===== config.mk =====
export PLATFORM = sky130hd
export DESIGN_NAME = spi_sdcard_target
export DESIGN_NICKNAME = d
export VERILOG_FILES = /design/src/rtl/spi_sdcard_target.sv
export SDC_FILE = /design/constraint.sdc
export NUM_CORES = 1
export LEC_CHECK = 0
export CORE_ASPECT_RATIO = 0.5
export CORE_UTILIZATION = 49
export CTS_BUF_LIST = sky130_fd_sc_hd__clkbuf_8 sky130_fd_sc_hd__clkbuf_16
export DETAILED_ROUTE_END_ITERATION = 12
export PLACE_DENSITY = 0.87
export SETUP_SLACK_MARGIN = 0.2
export SLEW_MARGIN = 20
export SYNTH_ARGS = -nofsm -noshare
export SYNTH_HDL_FRONTEND = slang
export SYNTH_SLANG_ARGS = --single-unit

===== constraint.sdc =====
create_clock -name clk -period 1.55 [get_ports clk]
set_input_delay 0.31 -clock clk [delete_from_list [all_inputs] [get_ports clk]]
set_output_delay 0.31 -clock clk [all_outputs]
set_load 0.1 [all_outputs]

===== src/rtl/spi_sdcard_target.sv =====
// spi_sdcard_target: SPI-mode (mode 0) SD card model, card side.
// It receives 48-bit command frames on MOSI, checks their CRC7 and offers
// each command to a host-side controller. Host-supplied bytes are streamed
// on MISO, and a CRC16 runs over every host byte that is transmitted.
//
// Ports:
//   clk, reset            system clock (>= 4x SCK), synchronous active-high reset
//   spi_cs_n/sck/mosi     SPI inputs from the master (asynchronous, synchronised here)
//   spi_miso              data to the master
//   cmd_valid/cmd_ready   command handshake; cmd_index, cmd_arg, cmd_crc_ok stay stable while held
//   rx_data/rx_strobe     last byte received on MOSI, plus a one-cycle update pulse
//   tx_data/tx_valid      next host byte for MISO; tx_ready pulses when it is taken
//   crc16/crc16_clr       running CRC16 over transmitted host bits, and its clear
module spi_sdcard_target #(
  parameter int         SYNC_STAGES = 2,
  parameter logic [7:0] FILL_BYTE   = 8'hff
) (
  input  logic        clk,
  input  logic        reset,
  input  logic        spi_cs_n,
  input  logic        spi_sck,
  input  logic        spi_mosi,
  output logic        spi_miso,
  output logic        cmd_valid,
  input  logic        cmd_ready,
  output logic [0:5]  cmd_index,
  output logic [0:31] cmd_arg,
  output logic        cmd_crc_ok,
  output logic [0:7]  rx_data,
  output logic        rx_strobe,
  input  logic [0:7]  tx_data,
  input  logic        tx_valid,
  output logic        tx_ready,
  output logic [0:15] crc16,
  input  logic        crc16_clr
);

  typedef enum logic [1:0] {IDLE, HUNT, CMD, PEND} state_t;

  // Serial CRC7 (x^7+x^3+1) over one byte, MSB (bit [0]) first.
  function automatic logic [6:0] crc7_byte(input logic [6:0] c_in, input logic [0:7] b);
    logic [6:0] c;
    logic       fb;
    c = c_in;
    for (int i = 0; i < 8; i++) begin
      fb = c[6] ^ b[i];
      c  = {c[5:0], 1'b0} ^ (fb ? 7'h09 : 7'h00);
    end
    return c;
  endfunction

  // Input synchronisers. The CS chain resets to "asserted" and cs_low_prev
  // to 1, so a CS held low across reset is never mistaken for a fresh
  // assertion: framing only restarts at a real CS falling edge.
  logic [SYNC_STAGES-1:0] cs_sync, sck_sync, mosi_sync;
  logic cs_low_prev, sck_prev, framed;

  always_ff @(posedge clk) begin
    if (reset) begin
      cs_sync     <= '0;
      sck_sync    <= '0;
      mosi_sync   <= '0;
      cs_low_prev <= 1'b1;
      sck_prev    <= 1'b0;
    end else begin
      cs_sync     <= {cs_sync[SYNC_STAGES-2:0], spi_cs_n};
      sck_sync    <= {sck_sync[SYNC_STAGES-2:0], spi_sck};
      mosi_sync   <= {mosi_sync[SYNC_STAGES-2:0], spi_mosi};
      cs_low_prev <= ~cs_sync[SYNC_STAGES-1];
      sck_prev    <= sck_sync[SYNC_STAGES-1];
    end
  end

  logic cs_low, sck_s, mosi_s, cs_assert, sck_rise, sck_fall;
  assign cs_low    = ~cs_sync[SYNC_STAGES-1];
  assign sck_s     = sck_sync[SYNC_STAGES-1];
  assign mosi_s    = mosi_sync[SYNC_STAGES-1];
  assign cs_assert = cs_low & ~cs_low_prev;
  assign sck_rise  = framed & sck_s & ~sck_prev;
  assign sck_fall  = framed & ~sck_s & sck_prev;

  // framed: a transfer that started with a seen CS assertion is in progress.
  always_ff @(posedge clk) begin
    if (reset)          framed <= 1'b0;
    else if (!cs_low)   framed <= 1'b0;
    else if (cs_assert) framed <= 1'b1;
  end

  // Receive side: byte assembly on rising edges.
  logic [2:0] bit_cnt;
  logic [0:6] rx_shift;
  logic       byte_done;  // last rising edge completed a byte; next fall reloads MISO

  always_ff @(posedge clk) begin
    if (reset) begin
      bit_cnt   <= 3'd0;
      rx_shift  <= '0;
      rx_data   <= 8'h00;
      rx_strobe <= 1'b0;
      byte_done <= 1'b0;
    end else begin
      rx_strobe <= 1'b0;
      if (!framed) begin
        bit_cnt   <= 3'd0;
        byte_done <= 1'b0;
      end else begin
        if (sck_rise) begin
          rx_shift <= {rx_shift[1:6], mosi_s};
          bit_cnt  <= bit_cnt + 3'd1;
          if (bit_cnt == 3'd7) begin
            rx_data   <= {rx_shift, mosi_s};
            rx_strobe <= 1'b1;
            byte_done <= 1'b1;
          end
        end
        if (sck_fall) byte_done <= 1'b0;
      end
    end
  end

  // Transmit side. host_mask tracks which bits in tx_shift came from the
  // host, so fill bits never enter the CRC16.
  logic [0:7] tx_shift, host_mask;
  logic       load_now;
  logic [15:0] crc16_reg;
  assign load_now = cs_assert | (sck_fall & byte_done);

  always_ff @(posedge clk) begin
    if (reset) begin
      tx_shift  <= FILL_BYTE;
      host_mask <= '0;
      tx_ready  <= 1'b0;
    end else begin
      tx_ready <= 1'b0;
      if (load_now) begin
        if (tx_valid) begin
          tx_shift  <= tx_data;
          host_mask <= 8'hff;
          tx_ready  <= 1'b1;
        end else begin
          tx_shift  <= FILL_BYTE;
          host_mask <= 8'h00;
        end
      end else if (sck_fall) begin
        tx_shift  <= {tx_shift[1:7], 1'b1};
        host_mask <= {host_mask[1:7], 1'b0};
      end
    end
  end

  // Every falling edge (shift or reload) retires the bit at tx_shift[0].
  always_ff @(posedge clk) begin
    if (reset || crc16_clr)
      crc16_reg <= 16'h0000;
    else if (sck_fall && host_mask[0])
      crc16_reg <= {crc16_reg[14:0], 1'b0} ^
                   ({16{crc16_reg[15] ^ tx_shift[0]}} & 16'h1021);
  end

  assign crc16    = crc16_reg;
  assign spi_miso = framed ? tx_shift[0] : 1'b1;

  // Command framing FSM. It works from the registered rx_data/rx_strobe.
  state_t state_reg, state_next;

  always_ff @(posedge clk) begin
    if (reset) state_reg <= IDLE;
    else       state_reg <= state_next;
  end

  logic [2:0] byte_cnt;
  logic [6:0] crc7_reg;
  logic [5:0] frame_idx;
  logic [31:0] arg_shift;
  logic       start_byte, last_byte;
  assign start_byte = (state_reg == HUNT) && framed && rx_strobe && (rx_data[0:1] == 2'b01);
  assign last_byte  = (state_reg == CMD) && framed && rx_strobe && (byte_cnt == 3'd5);

  always_comb begin
    state_next = state_reg;
    case (state_reg)
      IDLE: if (cs_assert) state_next = HUNT;
      HUNT: begin
        if (!framed)         state_next = IDLE;
        else if (start_byte) state_next = CMD;
      end
      CMD: begin
        if (!framed)        state_next = IDLE;
        else if (last_byte) state_next = PEND;
      end
      PEND: if (cmd_ready) state_next = framed ? HUNT : IDLE;
      default: state_next = IDLE;
    endcase
  end

  assign cmd_valid = (state_reg == PEND);

  always_ff @(posedge clk) begin
    if (reset) begin
      byte_cnt   <= 3'd0;
      crc7_reg   <= 7'd0;
      frame_idx  <= 6'd0;
      arg_shift  <= 32'd0;
      cmd_index  <= 6'd0;
      cmd_arg    <= 32'd0;
      cmd_crc_ok <= 1'b0;
    end else if (start_byte) begin
      frame_idx <= rx_data[2:7];
      crc7_reg  <= crc7_byte(7'd0, rx_data);
      byte_cnt  <= 3'd1;
    end else if (last_byte) begin
      cmd_index  <= frame_idx;
      cmd_arg    <= arg_shift;
      cmd_crc_ok <= (crc7_reg == rx_data[0:6]) && rx_data[7];
    end else if ((state_reg == CMD) && framed && rx_strobe) begin
      arg_shift <= {arg_shift[23:0], rx_data};
      crc7_reg  <= crc7_byte(crc7_reg, rx_data);
      byte_cnt  <= byte_cnt + 3'd1;
    end
  end

endmodule


==> flow_summary.yaml, run 1 <==
synthesis:
  ys_ff_latch: 151
  postSynthCellCount: 698
  synthMuxAreaShare_pct: 1.933
  yosys-top-cells-area: "dfxtp_1 52%, nand2_1 13%, a21oi_1 9.5%"
  synth_fa_ha_area_share_pct: 0.8591
  synth_compound_area_share_pct: 13.45
  synth_top_family_by_area: "simple AND/OR/NAND/NOR gates"
  synthXorXnorAreaFrac_pct: 4.790
  synth-seq-area-share_pct: 51.89
  synth_nets: 718
  synth_edf_count: 0
  synthArstFlopShare_pct: 0
  synth.distinct_cells: 48
  syn_area_per_cell_um2: 8.346
  synth_flop_cell: "dfxtp_1"
  synth.top_cell.area_share_pct: 51.89
  synth_warnings: 0
  synth_top_area_cell: "dfxtp_1"
  netlist_area_um2: 5826
  synth-simple-area-share_pct: 23.22
setup_path:
  start_kind: "flop"
  end_kind: "flop"
  r2r_start: "state_reg[1]$_SDFFE_PP0P_"
  cp_max_fo: 7
  r2r-end: "cmd_arg[4]$_SDFFE_PP0P_"
  worstRegToRegCells: 8
  worstSetupPathType: "reg2reg"
  r2r_slack_ps: -210
  cp.required_ps: 1850
  worstPathArrival_ps: 2060
placement:
  dp_hpwl_um: 9156
  pre_cts_slack_ps: -83.37
  place_congestion: 0.8610
  portBuffers: 82
routing:
  wl_per_cell_um: 23.70
  drt-total-wl_um: 23840
  viasPerCell: 6.212
  drt-pass1-iter-count: 6
  route.detailed.drc: 0
  drt-initial-drc-count: 773
  vias: 6249
  final_antenna_net_count: 0
sta:
  fin_ws_ps: -205.5
  min_period_ps: 1756
  clock_skew_ps: 13.35
  slew_headroom_pct: 65.58
  rsz0062_at_grt: "yes"
  fmax_mhz: 569.6
  drv_slew: 0
  finalHoldViolations: 0
  setup_viol: 88
  finalCritPeriodShare_pct: 113.3
  worst_pin_slew_ps: 516.4
pwr:
  p_per_area_nw_per_um2: 865.4
  p_leak_nw: 3.794
  ir_worst_vdd_mv: 0.6021
cts:
  insertion_delay_ps: 450
  clock-sinks: 151
  cts_buffers: 17
  cts_buffer_depth: 2
  cts_tree: "done"
  clkSlewWorstSetupHoldPaths_ps: 70
  h-tree-depth: 4
  root_buffer: "clkbuf_16"
  ctsHoldBuffers: 0
job:
  cap_violations: 0
global_route:
  grt_pass1_vias: 5984
  grt_overflow: 0
  groute.usage.overall_pct: 34.85
  antenna_found_initial: 1
  grt_pass1_wl_um: 32040
  grt_start_max_net_pins: 117
final_layout:
  syn_to_final_growth_pct: 68.34
  layout_common_cells: "146 x nand2_1, 92 x dfxtp_1, 91 x a21oi_1, 78 x buf_12, 47 x dfxtp_2"
  final_common_cell: "nand2_1"
  n_antenna_cell: 0
  final_util_pct: 86.92
  nNetsFinal: 854
  drive_above_1_share_pct: 44.16
  nFillCells: 443
outcome:
  status: "complete, but fails checks"
  violations: "setup timing"
hold_path:
  hold_start: "reset"
  worstHoldPathType: "in2reg"
  whs_path_depth: 2
  min_to: "host_mask[2]$_SDFFE_PP0P_"
die:
  coreArea_um2: 11280
  initial_utilization_pct: 51.63
  ios: 83
  num_rows: 27
  fp.dieArea_um2: 12360
  die_x_um: 156.2
  floorplan.die.height_um: 79.10
worst max path at each step:
stage	from	endpoint	slack, ps	cells past startpoint
3_3_place_gp	rx_data[7]$_SDFFE_PP0P_	crc7_reg[3]$_SDFFE_PP0P_	-30	4
2_1_floorplan	rx_data[7]$_SDFFE_PP0P_	crc7_reg[3]$_SDFFE_PP0P_	-310	4
6_report	state_reg[1]$_SDFFE_PP0P_	cmd_arg[4]$_SDFFE_PP0P_	-210	8
4_1_cts	rx_data[3]$_SDFFE_PP0P_	crc7_reg[3]$_SDFFE_PP0P_	-50	4
3_5_place_dp	state_reg[1]$_SDFFE_PP0P_	arg_shift[28]$_SDFFE_PP0P_	-80	6
5_1_grt	rx_data[7]$_SDFFE_PP0P_	crc7_reg[0]$_SDFFE_PP0P_	-320	6
power breakdown:
group	switching, mW	internal, mW
Sequential	0.0243	3.88
Combinational	0.134	0.0979
Clock	1.95	2.40
Total	2.11	6.38
Yosys cell counts, types with 5 or more instances:
cell      count
mux2i_1       9
a21oi_1     111
dfxtp_1     151
nand2_1     208
nor2b_1       9
nand3b_1      8
xor2_1        9
nand3_1      15
o211ai_1      8
nor3_1       15
inv_1         5
nor2_1       39
clkbuf_1     31
buf_2        15
xnor2_1       8
what timing repair did:
item                                    CTS  global route
resized for setup                       113           141
pin swaps                                26            33
buffers inserted                         34             7
endpoints found under the setup margin  144           171
gates cloned                             13             2
critical path: stages, from the launching register on:
cell	delay (ps)
dfxtp_4	390
and4b_1	250
buf_6	130
buf_12	120
nand3_4	190
buf_6	210
clkbuf_16	160
nand2_2	70
a21oi_1	90
layer usage:
layer	track usage, %	up-vias	share of wire (%)
met3	12.28	166	10
met1	39.04	2987	37
met5	0.8658	-	0.055
met4	24.51	2	6.7
li1	-	2603	-
met2	56.12	491	46
through the flow:
| stage | instances | power, mW | setup TNS [ps] | cell area, um^2 | hold WS, ps |
|---|---|---|---|---|---|
| finish | 1006 | 8.487 | -9137 | 9807 | 138.8 |
| global placement | 918 | 4.184 | -27.54 | 7750 | 418.3 |
| floorplan | 698 | 4.121 | -519.6 | 6187 | 413.8 |
| global route | 1006 | 8.639 | -12440 | 9807 | 144.9 |
| detailed placement | 918 | 4.190 | -959.7 | 7750 | 426.0 |
| CTS | 997 | 8.308 | -421.5 | 9271 | 133.4 |
layout make-up:
type                       instances  area [um^2]  share of cell area (%)
sequential                       151         3127                   31.88
clock inverter                    13        135.1                   1.378
clock buffer                      19        464.2                   4.733
multi-input combinational        494         3269                   33.34
inverter                           5        18.77                  0.1914
tap                              159        198.9                   2.029
timing repair buffer             165         2594                   26.45
logic make-up after synthesis:
family / after synthesis
buffers and inverters: 55
DFF: 151
muxes: 10
AOI/OAI and AO/OA: 141
adders and majority gates: 4
and+or+nand+nor: 314
xor gates and xnor gates: 23
(Power assumes the default switching activity.)
==> inputs of run 2 (changes only) <==
- SLEW_MARGIN: 20 -> 30
==> results of run 2 <==
No change in the layout: final DEF, timing and power equal those of run 1.
